### src/rtl/vhdci_link_pkg.sv
// Shared types and constants for the VHDCI link arbiter.
// VHDCI_LINK_ARB_CSUM_EN adds the trailer state used for the checksum word.
package vhdci_link_pkg;
  localparam int NUM_CH       = 4;
  localparam int CH_W         = 2;
  localparam int LEN_W        = 4;
  localparam int PAY_W        = 6;
  localparam int WORD_W       = 7;
  localparam int HDR_FLAG_BIT = 6;
  localparam int HDR_CH_LSB   = 4;
  localparam int HDR_LEN_LSB  = 0;

  typedef enum logic [2:0] {
    ST_IDLE = 3'd0,
    ST_HDR  = 3'd1,
    ST_PAY  = 3'd2,
`ifdef VHDCI_LINK_ARB_CSUM_EN
    ST_TRL  = 3'd3,
`endif
    ST_GAP  = 3'd4
  } st_t;

  function automatic logic [WORD_W-1:0] mk_hdr(input logic [CH_W-1:0] ch,
                                               input logic [LEN_W-1:0] len);
    logic [WORD_W-1:0] h;
    h = '0;
    h[HDR_FLAG_BIT]              = 1'b1;
    h[HDR_CH_LSB +: CH_W]        = ch;
    h[HDR_LEN_LSB +: LEN_W]      = len;
    return h;
  endfunction
endpackage

### src/rtl/vhdci_rr_arb.sv
// 4-way round-robin: first requester after last_grant wins, wrapping 3->0.
module vhdci_rr_arb
  import vhdci_link_pkg::*;
(
  input  logic [NUM_CH-1:0] req,
  input  logic [CH_W-1:0]   last_grant,
  output logic              gnt_vld,
  output logic [CH_W-1:0]   gnt_idx
);
  logic [CH_W-1:0] cand;

  always_comb begin
    gnt_vld = 1'b0;
    gnt_idx = last_grant;
    cand    = '0;
    // offset NUM_CH wraps back to last_grant itself, so it is checked last
    for (int i = 1; i <= NUM_CH; i++) begin
      cand = last_grant + CH_W'(i);
      if (!gnt_vld && req[cand]) begin
        gnt_vld = 1'b1;
        gnt_idx = cand;
      end
    end
  end
endmodule

### src/rtl/vhdci_link_arb.sv
// Packetizing arbiter for the VHDCI mux: header, payload, optional checksum
// trailer (VHDCI_LINK_ARB_CSUM_EN), then an idle gap.
module vhdci_link_arb
  import vhdci_link_pkg::*;
#(
  parameter int         GAP_CYCLES = 1,
  parameter logic [6:0] IDLE_WORD  = 7'h00
) (
  input  logic        clk_mux_div,
  input  logic        reset_sync,
  input  logic        mux_synced,
  input  logic [3:0]  ch_req,
  input  logic [15:0] ch_len,
  input  logic [23:0] ch_data,
  output logic [3:0]  ch_start,
  output logic [3:0]  ch_pop,
  output logic [3:0]  ch_abort,
  output logic [6:0]  link_data_out,
  output logic        busy
);
  localparam logic [2:0] GAP_LAST = 3'(GAP_CYCLES - 1);
`ifdef VHDCI_LINK_ARB_CSUM_EN
  localparam st_t PKT_END = ST_TRL;
`else
  localparam st_t PKT_END = ST_GAP;
`endif

  st_t               state, state_nxt;
  logic [CH_W-1:0]   g, last_grant, gnt_idx;
  logic              gnt_vld, grant;
  logic [LEN_W-1:0]  len_q, cnt;
  logic [2:0]        gap_cnt;
  logic [WORD_W-1:0] link_nxt, hdr_word;
  logic [PAY_W-1:0]  cur_data;
`ifdef VHDCI_LINK_ARB_CSUM_EN
  logic [PAY_W-1:0]  csum;
`endif

  vhdci_rr_arb u_rr (
    .req        (ch_req),
    .last_grant (last_grant),
    .gnt_vld    (gnt_vld),
    .gnt_idx    (gnt_idx)
  );

  assign grant    = (state == ST_IDLE) && mux_synced && gnt_vld;
  assign hdr_word = mk_hdr(g, len_q);
  assign cur_data = ch_data[g*PAY_W +: PAY_W];
  assign busy     = (state != ST_IDLE);

  always_comb begin
    state_nxt = state;
    link_nxt  = IDLE_WORD;
    ch_start  = '0;
    ch_pop    = '0;
    ch_abort  = '0;
    case (state)
      ST_IDLE: if (grant) state_nxt = ST_HDR;
      ST_HDR: begin
        if (!mux_synced) begin
          ch_abort[g] = 1'b1;
          state_nxt   = ST_GAP;
        end else begin
          ch_start[g] = 1'b1;
          link_nxt    = hdr_word;
          state_nxt   = (len_q == '0) ? PKT_END : ST_PAY;
        end
      end
      ST_PAY: begin
        // pop is gated by sync so a lost link never consumes another word
        if (!mux_synced) begin
          ch_abort[g] = 1'b1;
          state_nxt   = ST_GAP;
        end else begin
          ch_pop[g] = 1'b1;
          link_nxt  = {1'b0, cur_data};
          if (cnt == len_q - LEN_W'(1)) state_nxt = PKT_END;
        end
      end
`ifdef VHDCI_LINK_ARB_CSUM_EN
      ST_TRL: begin
        if (!mux_synced) begin
          ch_abort[g] = 1'b1;
        end else begin
          link_nxt = {1'b0, csum};
        end
        state_nxt = ST_GAP;
      end
`endif
      ST_GAP: if (gap_cnt == GAP_LAST) state_nxt = ST_IDLE;
      default: state_nxt = ST_IDLE;
    endcase
  end

  always_ff @(posedge clk_mux_div or posedge reset_sync) begin
    if (reset_sync) begin
      state         <= ST_IDLE;
      g             <= '0;
      last_grant    <= CH_W'(NUM_CH - 1);
      len_q         <= '0;
      cnt           <= '0;
      gap_cnt       <= '0;
      link_data_out <= IDLE_WORD;
`ifdef VHDCI_LINK_ARB_CSUM_EN
      csum          <= '0;
`endif
    end else begin
      state         <= state_nxt;
      link_data_out <= link_nxt;
      // length is latched so a requester dropping ch_req cannot disturb the packet
      if (grant) begin
        g          <= gnt_idx;
        last_grant <= gnt_idx;
        len_q      <= ch_len[gnt_idx*LEN_W +: LEN_W];
      end
      cnt     <= (state == ST_PAY) ? cnt + LEN_W'(1) : '0;
      gap_cnt <= (state == ST_GAP) ? gap_cnt + 3'd1 : '0;
`ifdef VHDCI_LINK_ARB_CSUM_EN
      if (state == ST_HDR)                    csum <= hdr_word[PAY_W-1:0];
      else if (state == ST_PAY && mux_synced) csum <= csum ^ cur_data;
`endif
    end
  end
endmodule

### config.mk
export PLATFORM = sky130hd
export DESIGN_NAME = vhdci_link_arb
export DESIGN_NICKNAME = d
export VERILOG_FILES = /design/src/rtl/vhdci_link_pkg.sv /design/src/rtl/vhdci_rr_arb.sv /design/src/rtl/vhdci_link_arb.sv
export SDC_FILE = /design/constraint.sdc
export NUM_CORES = 1
export LEC_CHECK = 0
export ABC_AREA = 1
export BUFFER_PORTS_ARGS = -buffer_cell sky130_fd_sc_hd__buf_2
export CORE_AREA = 3 3 63 65
export CTS_CLUSTER_DIAMETER = 80
export DETAILED_ROUTE_END_ITERATION = 8
export DIE_AREA = 0 0 66 68
export GPL_ROUTABILITY_DRIVEN = 0
export PLACE_DENSITY = 0.88
export SYNTH_ARGS = -nofsm -noshare
export SYNTH_HDL_FRONTEND = slang
export SYNTH_HIERARCHICAL = 1
export SYNTH_SLANG_ARGS = --single-unit
export TNS_END_PERCENT = 5
### constraint.sdc
create_clock -name clk_mux_div -period 2.9 [get_ports clk_mux_div]
set_input_delay 0 -clock clk_mux_div [delete_from_list [all_inputs] [get_ports clk_mux_div]]
set_output_delay 0 -clock clk_mux_div [all_outputs]
set_load 0.05 [all_outputs]
==> results of run 1 <==
stage by stage:
stage / std cells / power (mW)
after detailed placement: 362 / 2.19
after global placement: 362 / 2.14
final: 368 / 2.35
after floorplan: 256 / 1.93
after global routing: 368 / 2.60
after CTS: 368 / 2.35
Yosys cell counts, drive strengths merged (2+ instances only):
master	instances	area share
o22ai	4	0.014
inv	29	0.062
buf	6	0.027
a22oi	6	0.025
nand3	32	0.092
xor2	2	0.0098
ha	5	0.035
clkinv	2	0.0049
nor2	39	0.090
xnor2	2	0.0098
dfstp	2	0.029
nor3	2	0.012
nand4	3	0.010
dfrtp	23	0.32
nand2	71	0.16
a21oi	3	0.010
o21ai	24	0.073
cells by family (layout without fill, tap and decap cells):
family                     after synthesis  in the layout  share of synthesized area
AOI/OAI and AO/OA                       37             37                      0.123
and+or+nand+nor                        148            148                      0.379
adders and majority gates                5              5                     0.0348
buffers and inverters                   37            103                     0.0941
DFF                                     25             25                      0.350
xor gates and xnor gates                 4              4                     0.0195
flip-flops by register name, indices dropped and copies added, names as in the netlist:
name / flops
state: 3
gap_cnt: 3
link_data_out: 7
last_grant: 2
len_q: 4
g: 2
cnt: 4
layout make-up:
type / count / area (um^2)
tap: 46 / 57.6
inverter: 31 / 120
multi-input combinational: 194 / 998
sequential: 25 / 628
fill: 300 / 1210
clock inverter: 1 / 5.00
timing repair buffer: 68 / 350
clock buffer: 3 / 22.5
power by group through the flow:
stage	combinational, mW	clock, mW	sequential [mW]
final	1.57	0.152	0.622
after global routing	1.79	0.173	0.639
after CTS	1.57	0.157	0.618
after detailed placement	1.57	0	0.627
after global placement	1.52	0	0.618
after floorplan	1.30	0	0.630
worst reg2reg max path: stages, from the launching register on:
cell,delay (ns)
dfstp_2,0.68
inv_4,0.08
nand2_1,0.08
nand2_2,0.08
nand2_2,0.11
nand2_4,0.07
a21oi_2,0.14
nand3_1,0.09
nand2_1,0.24
inv_2,0.11
o21ai_0,0.16
o22ai_1,0.10
nand2_2,0.07
o21ai_2,0.05
worst max path at each step:
stage	startpoint	endpoint	slack, ns	depth (start not counted)
after detailed placement	last_grant[0]	len_q[2]	0.78	13
after global placement	last_grant[0]	len_q[2]	0.85	13
final	last_grant[0]	len_q[0]	0.74	13
after CTS	last_grant[0]	len_q[2]	0.76	13
after floorplan	last_grant[0]	len_q[2]	1.0	15
after global routing	last_grant[0]	len_q[2]	0.50	13
per-layer routing:
metal  vias up  routed length (um)  track usage
li1        968                   -            -
met1       820                1820        0.256
met2        83                2190        0.382
met3         6                 411       0.0411
met4         0                  25       0.0330
met5         -                   0            0
what timing repair did:
item / in CTS / in global routing
setup endpoints to repair: 0 / 0
hold endpoints to repair: 24 / 0
hold buffers: 2 / 0
==> metrics.csv, run 1 <==
metric,value,unit
nets,375,
worst reg-to-reg setup slack,0.74,ns
Tot GR Track Use,0.207,
Worst Min Path Start,ch_data[10],
WP data arrival,2.37,ns
startpoint types,flop,
Flop pwr share,0.265,
clock share of power,0.065,
critical path cell sequence,inv_4 > nand2_1 > nand2_2 > nand2_2 > nand2_4 > a21oi_2 > nand3_1 > nand2_1 > inv_2 > o21ai_0 > o22ai_1 > nand2_2 > o21ai_2,
H-Tree Depth,1,
Peak supply drop,0.551,mV
post-layout util,0.644,
Routed Antenna Nets,0,
Synth Flop Type,dfrtp_1,
most frequent cells in the layout,"buf_2, nand2_1, nor2_1",
critical path's top delay family,simple AND/OR/NAND/NOR gates,
transition time of the tightest slew-check pin,0.927,ns
CTS sink cnt,25,
# rows,21,
Comb power frac,0.671,
Leak Pwr,1.18,nW
global-route wire length before repair,7.40,mm
Vert. Die Dim,68,um
clk buf depth,2,
RSZ-0062 raised after global routing,no,
WL/cell,12.1,um
DIE AREA,4490,um^2
r2r startpoint,last_grant[0],
area of the mapped netlist,1800,um^2
vias,1877,
Core ar.,3390,um^2
NetSw,1.32,mW
Via-to-Cell Ratio,5.10,
Fin. Hold Viols,0,
Switching Fraction,0.564,
clock latency on the worst-skew pair,0.32,ns
Worst-path clk slew,0.14,ns
Starting Density,0.530,
Synth Register Bits,25,
Post-DP HPWL,3.53,mm
outcome,"finished, final reports clean",
Cell Pwr Density,1080,nW/um^2
diodes inserted,0,
most frequent CP cell,nand2_2,
"Buf+Inv Stages, Crit Path",2,
Residual DRC,0,
asr flop ratio synth,1.00,
"slowest stage delay, CP",0.68,ns
Netlist cell types,33,
CTS tree,done,
CTS buffer count,3,
CTS resizes,0,
Final Worst Setup Slack,0.739,ns
FF-to-FF End,len_q[0],
Crit. End Element,flop,
total routed wirelength,4.45,mm
Crit path required time,3.11,ns
Worst Reg-to-Reg Cells,13,
"most common cell after layout, fill and taps aside",buf_2,
pre-CTS setup slack,0.776,ns
Period minus WS final,2.16,ns
Max-slew headroom,0.381,
critical path class,reg2reg,
buffers added on ports,66,
max cap viols,0,
Post-CTS Setup Bufs,0,
vias in the first global route,1753,
Post-Layout Inst Area,2180,um^2
final setup vio count,0,
layout cell share with drive strength beyond 1,0.323,
Post-Route Skew,0.0106,ns
IO Pins,67,
Final period util,0.745,
Crit-path slowest cell,dfstp_2,
syn nets,308,
Syn Area/Cell,7.01,um^2
Post-synth EDFFs,0,
pin count of the biggest net entering global routing,26,
drt pass-1 iters,5,
post-synthesis sequential area ratio,0.350,
Final Hold Slack,0.0221,ns
grt ovf,0,
crit-path max FO,10,
yosys warns,6,
internal power,1.02,mW
FMAX,0.463,GHz
Placed Area,2130,um^2
initial antenna violation count,0,
P&R area growth vs syn,21.5,%
Die W,66,um
worst hold path type,in2reg,
clk root buf,clkbuf_4,
count of pins over their slew limit,0,
Worst Hold Depth,5,
Initial DRC Count,98,
setup TNS,0,ns
Mapped Cells,256,
Hold Path Sink,link_data_out[4],
No activity file was read; power rests on OpenSTA's default activity.
==> run 2, diff against run 1 <==
CORE_AREA = 3 3 68 70   (was 3 3 63 65)
DIE_AREA = 0 0 71 73   (was 0 0 66 68)
PLACE_DENSITY = 0.8   (was 0.88)
clock period = 1.9 ns   (was 2.9 ns; I/O delays follow)
==> run 2 against run 1 <==
Effect of this change: the flow now finishes with violations (negative setup slack); sequential cell count did not move; final cell count rose by 5.2%; first-iteration DRC count rose by 36%; register-to-register slack got worse by 0.89 ns; power rose by 90%; worst setup slack got worse by 0.89 ns; utilization fell by 4.4 points; clock power rose by 100%; critical path depth fell by 2; sequential share of layout area fell by 2.8 points; fmax rose by 5.6%; count of clock-buffer cells in the layout rose by 1; critical path type unchanged; critical endpoint unchanged; highest routed layer unchanged.
==> metrics.csv, run 2 (same netlist as run 1, synthesis figures left out) <==
metric,value,unit,change
outcome,"finished, violations left",,
violated checks,negative setup slack,,
Placed Area,2190,um^2,+2.7%
pin count of the biggest net entering global routing,26,,unchanged
Period minus WS final,2.05,ns,-0.114 ns
Final Hold Slack,0.0393,ns,+0.0172 ns
Leak Pwr,1.28,nW,+9.0%
"most common cell after layout, fill and taps aside",buf_2,,
RSZ-0062 raised after global routing,yes,,
vias,2016,,+7.4%
termination of the worst setup path,len_q[0],,
IO Pins,67,,unchanged
max cap viols,0,,unchanged
clock latency on the worst-skew pair,0.26,ns,-0.06 ns
Crit path required time,2.10,ns,-1.01 ns
WL/cell,13.7,um,+13%
WP data arrival,2.25,ns,-0.12 ns
critical path cell sequence,buf_6 > nand2_1 > nand3_2 > nand2_1 > o21ai_1 > nand3_1 > nand2_4 > o21ai_1 > o22ai_1 > nand2_2 > o21ai_2,,
DIE AREA,5180,um^2,+15%
nets,390,,+4.0%
Starting Density,0.446,,-0.0841
Post-Layout Inst Area,2420,um^2,+11%
r2r startpoint,last_grant[0],,
startpoint types,flop,,
most frequent cells in the layout,"buf_2, nand2_1, nor2_1",,
Initial DRC Count,133,,+36%
Crit. End Element,flop,,
buffers added on ports,66,,unchanged
Largest register FFs,7,,unchanged
transition time of the tightest slew-check pin,0.384,ns,-0.544 ns
vias in the first global route,1846,,+5.3%
worst hold path type,in2reg,,
diodes inserted,0,,unchanged
H-Tree Depth,1,,unchanged
CTS sink cnt,25,,unchanged
FF-to-FF End,len_q[0],,
CTS buffer count,3,,unchanged
Peak supply drop,1.31,mV,+140%
Residual DRC,0,,unchanged
total routed wirelength,5.29,mm,+19%
Post-DP HPWL,3.59,mm,+1.7%
layout cell share with drive strength beyond 1,0.407,,+0.0835
CTS tree,done,,
Final Worst Setup Slack,-0.147,ns,-0.886 ns
Worst-path clk slew,0.09,ns,-0.05 ns
Cell Pwr Density,1850,nW/um^2,+72%
Core ar.,4030,um^2,+19%
P&R area growth vs syn,34.6,%,
global-route wire length before repair,7.79,mm,+5.3%
Crit-path slowest cell,dfstp_2,,
Max-slew headroom,0.744,,+0.363
"slowest stage delay, CP",0.63,ns,-0.05 ns
Routed Antenna Nets,0,,unchanged
clk buf depth,2,,unchanged
FMAX,0.488,GHz,+5.6%
drt pass-1 iters,4,,-1
Post-Route Skew,0.00411,ns,-0.00648 ns
crit path from,last_grant[0],,
Worst Reg-to-Reg Cells,11,,-2
clk root buf,clkbuf_8,,
initial antenna violation count,0,,unchanged
crit-path max FO,6,,-4
pre-CTS setup slack,-0.0706,ns,-0.846 ns
Fin. Hold Viols,0,,unchanged
final setup vio count,6,,+6
critical path class,reg2reg,,
Final period util,1.08,,+0.332
Die W,71,um,+7.6%
# rows,23,,+9.5%
Vert. Die Dim,73,um,+7.4%
Tot GR Track Use,0.182,,-0.0258
worst reg-to-reg setup slack,-0.15,ns,-0.89 ns
largest register by flop count,link_data_out,,
count of pins over their slew limit,0,,unchanged
Top Registers,"link_data_out x7, cnt x4, len_q x4",,
setup TNS,-0.582,ns,-0.582 ns
Via-to-Cell Ratio,5.21,,+2.1%
grt ovf,0,,unchanged
## run 2: through the flow
stage | power, mW | utilization | std cells
final | 4.47 | 0.600 | 387
after global routing | 4.82 | 0.600 | 387
after CTS | 3.92 | 0.568 | 380
after detailed placement | 3.48 | 0.544 | 373
after global placement | 3.41 | 0.544 | 373
after floorplan | 2.96 | - | 256
## run 2: worst min-delay path by stage
stage / end / from / cells past startpoint
after floorplan: cnt[0] / reset_sync / 1
after global placement: link_data_out[5] / reset_sync / 3
after detailed placement: g[1] / reset_sync / 3
after CTS: state[1] / mux_synced / 3
after global routing: state[1] / mux_synced / 3
final: state[1] / mux_synced / 3
## run 2: power by group
part           switching, mW  internal (mW)  leakage [nW]
combinational           2.08           1.18         0.934
clock                  0.162          0.150        0.0228
sequential             0.190          0.710         0.328
total                   2.43           2.04          1.28
## run 2: routing by layer
metal  track usage  wire length [um]  share of wire  vias up
met5             0                 0              0        -
met4        0.0438                74          0.014        0
met3        0.0275               443          0.084        8
met2         0.323              2540           0.48      101
met1         0.232              2230           0.42      911
li1              -                 -              -      996
## run 2: layout make-up
| type | instances | area [um^2] |
|---|---|---|
| inverters | 31 | 124 |
| clock buffers | 4 | 45.0 |
| well taps | 50 | 62.6 |
| flip-flops and latches | 25 | 628 |
| repair buffers | 83 | 465 |
| fillers | 363 | 1610 |
| multi-input cells | 194 | 1090 |
## run 2: what timing repair did
action | in CTS | in global routing
hold buffers | 1 | 0
gates resized for setup | 11 | 25
gates cloned | 0 | 1
pin swaps | 1 | 14
setup buffers | 2 | 6
setup endpoints to repair | 6 | 10
hold endpoints to repair | 23 | 0
## run 2: worst max-delay path, delay by kind of cell (launching register included)
family                 cells  cell delay (ns)
AND/OR/NAND/NOR            6             0.73
flip-flops                 1             0.63
AO/OA/AOI/OAI              4             0.50
buffers and inverters      1             0.14
==> run 3, diff against run 2 <==
SETUP_SLACK_MARGIN = 0.15   (was unset)
==> run 3 against run 2 <==
Effect of this change: the flow still finishes with violations (negative setup slack); routed wire length is 4.3% lower; via count is 1.3% lower; hold slack better by 0.012 ns; sequential cell count stayed put; largest cell class unchanged; critical path depth is 2 higher; critical path type unchanged; sequential power is 4.0% higher.
==> metrics.csv, run 3 (same netlist as run 1, synthesis figures left out) <==
metric,value,unit,change
Post-DP HPWL,3.60,mm,+0.31%
largest register by flop count,link_data_out,,
nets,391,,+0.26%
P&R area growth vs syn,38.0,%,
Crit path required time,2.06,ns,-0.04 ns
crit-path max FO,8,,+2
Via-to-Cell Ratio,5.13,,-1.5%
Die W,71,um,unchanged
Core ar.,4030,um^2,unchanged
Leak Pwr,1.29,nW,+0.60%
Worst Reg-to-Reg Cells,13,,+2
drt pass-1 iters,4,,unchanged
"Buf+Inv Stages, Crit Path",4,,+3
Flop pwr share,0.208,,+0.007
Final period util,1.06,,-0.0154
WP data arrival,2.18,ns,-0.07 ns
Final Worst Setup Slack,-0.118,ns,+0.0294 ns
transition time of the tightest slew-check pin,0.410,ns,+0.0264 ns
footprint of the multi-input gates,1110,um^2,+1.7%
clock share of power,0.069,,about the same
total routed wirelength,5.06,mm,-4.3%
# rows,23,,unchanged
Fin. Hold Viols,0,,unchanged
Levels on crit path,13,,+2
NetSw,2.38,mW,-2.1%
Post-Route Skew,0.00942,ns,+0.00531 ns
H-Tree Depth,1,,unchanged
grt ovf,0,,unchanged
RSZ-0062 raised after global routing,yes,,
Cell Pwr Density,1810,nW/um^2,-1.9%
critical path class,reg2reg,,
Largest register FFs,7,,unchanged
IO Pins,67,,unchanged
worst hold path type,in2reg,,
r2r startpoint,last_grant[0],,
fin cells,388,,+0.26%
vias in the first global route,1854,,+0.43%
Crit-path slowest cell,dfstp_2,,
final setup vio count,9,,+3
Residual DRC,0,,unchanged
max cap viols,0,,unchanged
Vert. Die Dim,73,um,unchanged
clk root buf,clkbuf_8,,
CTS sink cnt,25,,unchanged
critical path's top delay family,flip-flops,,
vias,1990,,-1.3%
startpoint types,flop,,
WL/cell,13.0,um,-4.5%
cell count after placement,376,,+0.80%
Tot GR Track Use,0.184,,+0.00201
Worst-path clk slew,0.09,ns,about the same
clock latency on the worst-skew pair,0.27,ns,about the same
critical path cell sequence,inv_4 > nand2_2 > nand2_2 > nand2_4 > nand2_4 > xor2_2 > nand2_2 > nand2_4 > buf_6 > buf_4 > buf_4 > nand2_1 > o21ai_1,,
CTS buffer count,3,,unchanged
Crit. End Element,flop,,
FMAX,0.496,GHz,+1.5%
Fillers,350,,-3.6%
Max-slew headroom,0.727,,-0.0176
internal power,2.11,mW,+3.7%
buffers added on ports,66,,unchanged
DIE AREA,5180,um^2,unchanged
Initial DRC Count,124,,-6.8%
Register Area,628,um^2,unchanged
Period minus WS final,2.02,ns,-0.0294 ns
violated checks,negative setup slack,,
FF-to-FF End,g[0],,
crit path from,last_grant[0],,
"slowest stage delay, CP",0.64,ns,about the same
CTS tree,done,,
Starting Density,0.446,,unchanged
layout cell share with drive strength beyond 1,0.423,,+0.0165
pin count of the biggest net entering global routing,26,,unchanged
Routed Antenna Nets,0,,unchanged
initial antenna violation count,0,,unchanged
count of pins over their slew limit,0,,unchanged
"most common cell after layout, fill and taps aside",buf_2,,
global-route wire length before repair,7.74,mm,-0.63%
Top Registers,"link_data_out x7, cnt x4, len_q x4",,
Switching Fraction,0.530,,-0.0142
Final Hold Slack,0.0510,ns,+0.0116 ns
termination of the worst setup path,g[0],,
Comb power frac,0.723,,-0.006
diodes inserted,0,,unchanged
most frequent cells in the layout,"buf_2, nand2_1, nor2_1",,
worst reg-to-reg setup slack,-0.12,ns,+0.03 ns
clk buf depth,2,,unchanged
Peak supply drop,1.06,mV,-20%
outcome,"finished, violations left",,
==> run 3: metal layers <==
layer	global-route usage	up-vias	routed length (um)
met5	0	-	0
met2	0.331	80	2520
li1	-	996	-
met4	0.0397	0	84
met3	0.0413	11	321
met1	0.225	903	2130
==> run 3: how the worst min path moves through the flow <==
| stage | from | endpoint | cells past startpoint | slack, ns |
|---|---|---|---|---|
| 2_1_floorplan | reset_sync | cnt[0] | 1 | 0.03 |
| 3_3_place_gp | reset_sync | link_data_out[5] | 3 | 0.06 |
| 3_5_place_dp | reset_sync | link_data_out[4] | 3 | 0.07 |
| 4_1_cts | mux_synced | state[1] | 3 | 0.04 |
| 5_1_grt | mux_synced | link_data_out[6] | 3 | 0.08 |
| 6_report | mux_synced | state[1] | 3 | 0.05 |
==> run 3: repair_timing <==
item,in CTS,in global routing
gates cloned,0,0
endpoints found under the hold margin,23,0
buffers inserted,4,3
hold buffers,1,0
resized for setup,13,39
endpoints found under the setup margin,10,22
pin swaps,8,11
==> run 3: cell type report <==
| class | instances | share of cell area |
|---|---|---|
| multi-input combinational | 194 | 0.448 |
| sequential | 25 | 0.254 |
| timing repair buffer | 84 | 0.203 |
| inverter | 31 | 0.0520 |
| tap | 50 | 0.0253 |
| clock buffer | 4 | 0.0182 |
==> run 3: metrics by stage <==
stage | setup slack (ns) | utilization | setup TNS, ns | power [mW] | instance area [um^2]
after floorplan | 0.0778 | - | 0 | 3.04 | 1810
after global placement | -0.102 | 0.552 | -0.369 | 3.50 | 2220
after detailed placement | -0.161 | 0.552 | -0.564 | 3.56 | 2220
after CTS | -0.0420 | 0.584 | -0.0877 | 4.17 | 2350
after global routing | -0.241 | 0.615 | -1.78 | 4.87 | 2480
final | -0.118 | 0.615 | -0.563 | 4.49 | 2480
==> run 3: tightest hold or removal path, stage by stage <==
cell     delay (ns)
buf_2          0.13
nand2_1        0.08
o21ai_1        0.06
==> run 3: power groups by stage <==
stage / Clock (mW) / Combinational, mW / Sequential (mW)
4_1_cts: 0.321 / 2.93 / 0.925
5_1_grt: 0.339 / 3.57 / 0.959
2_1_floorplan: 0 / 2.07 / 0.963
3_5_place_dp: 0 / 2.63 / 0.934
3_3_place_gp: 0 / 2.57 / 0.930
6_report: 0.310 / 3.25 / 0.936
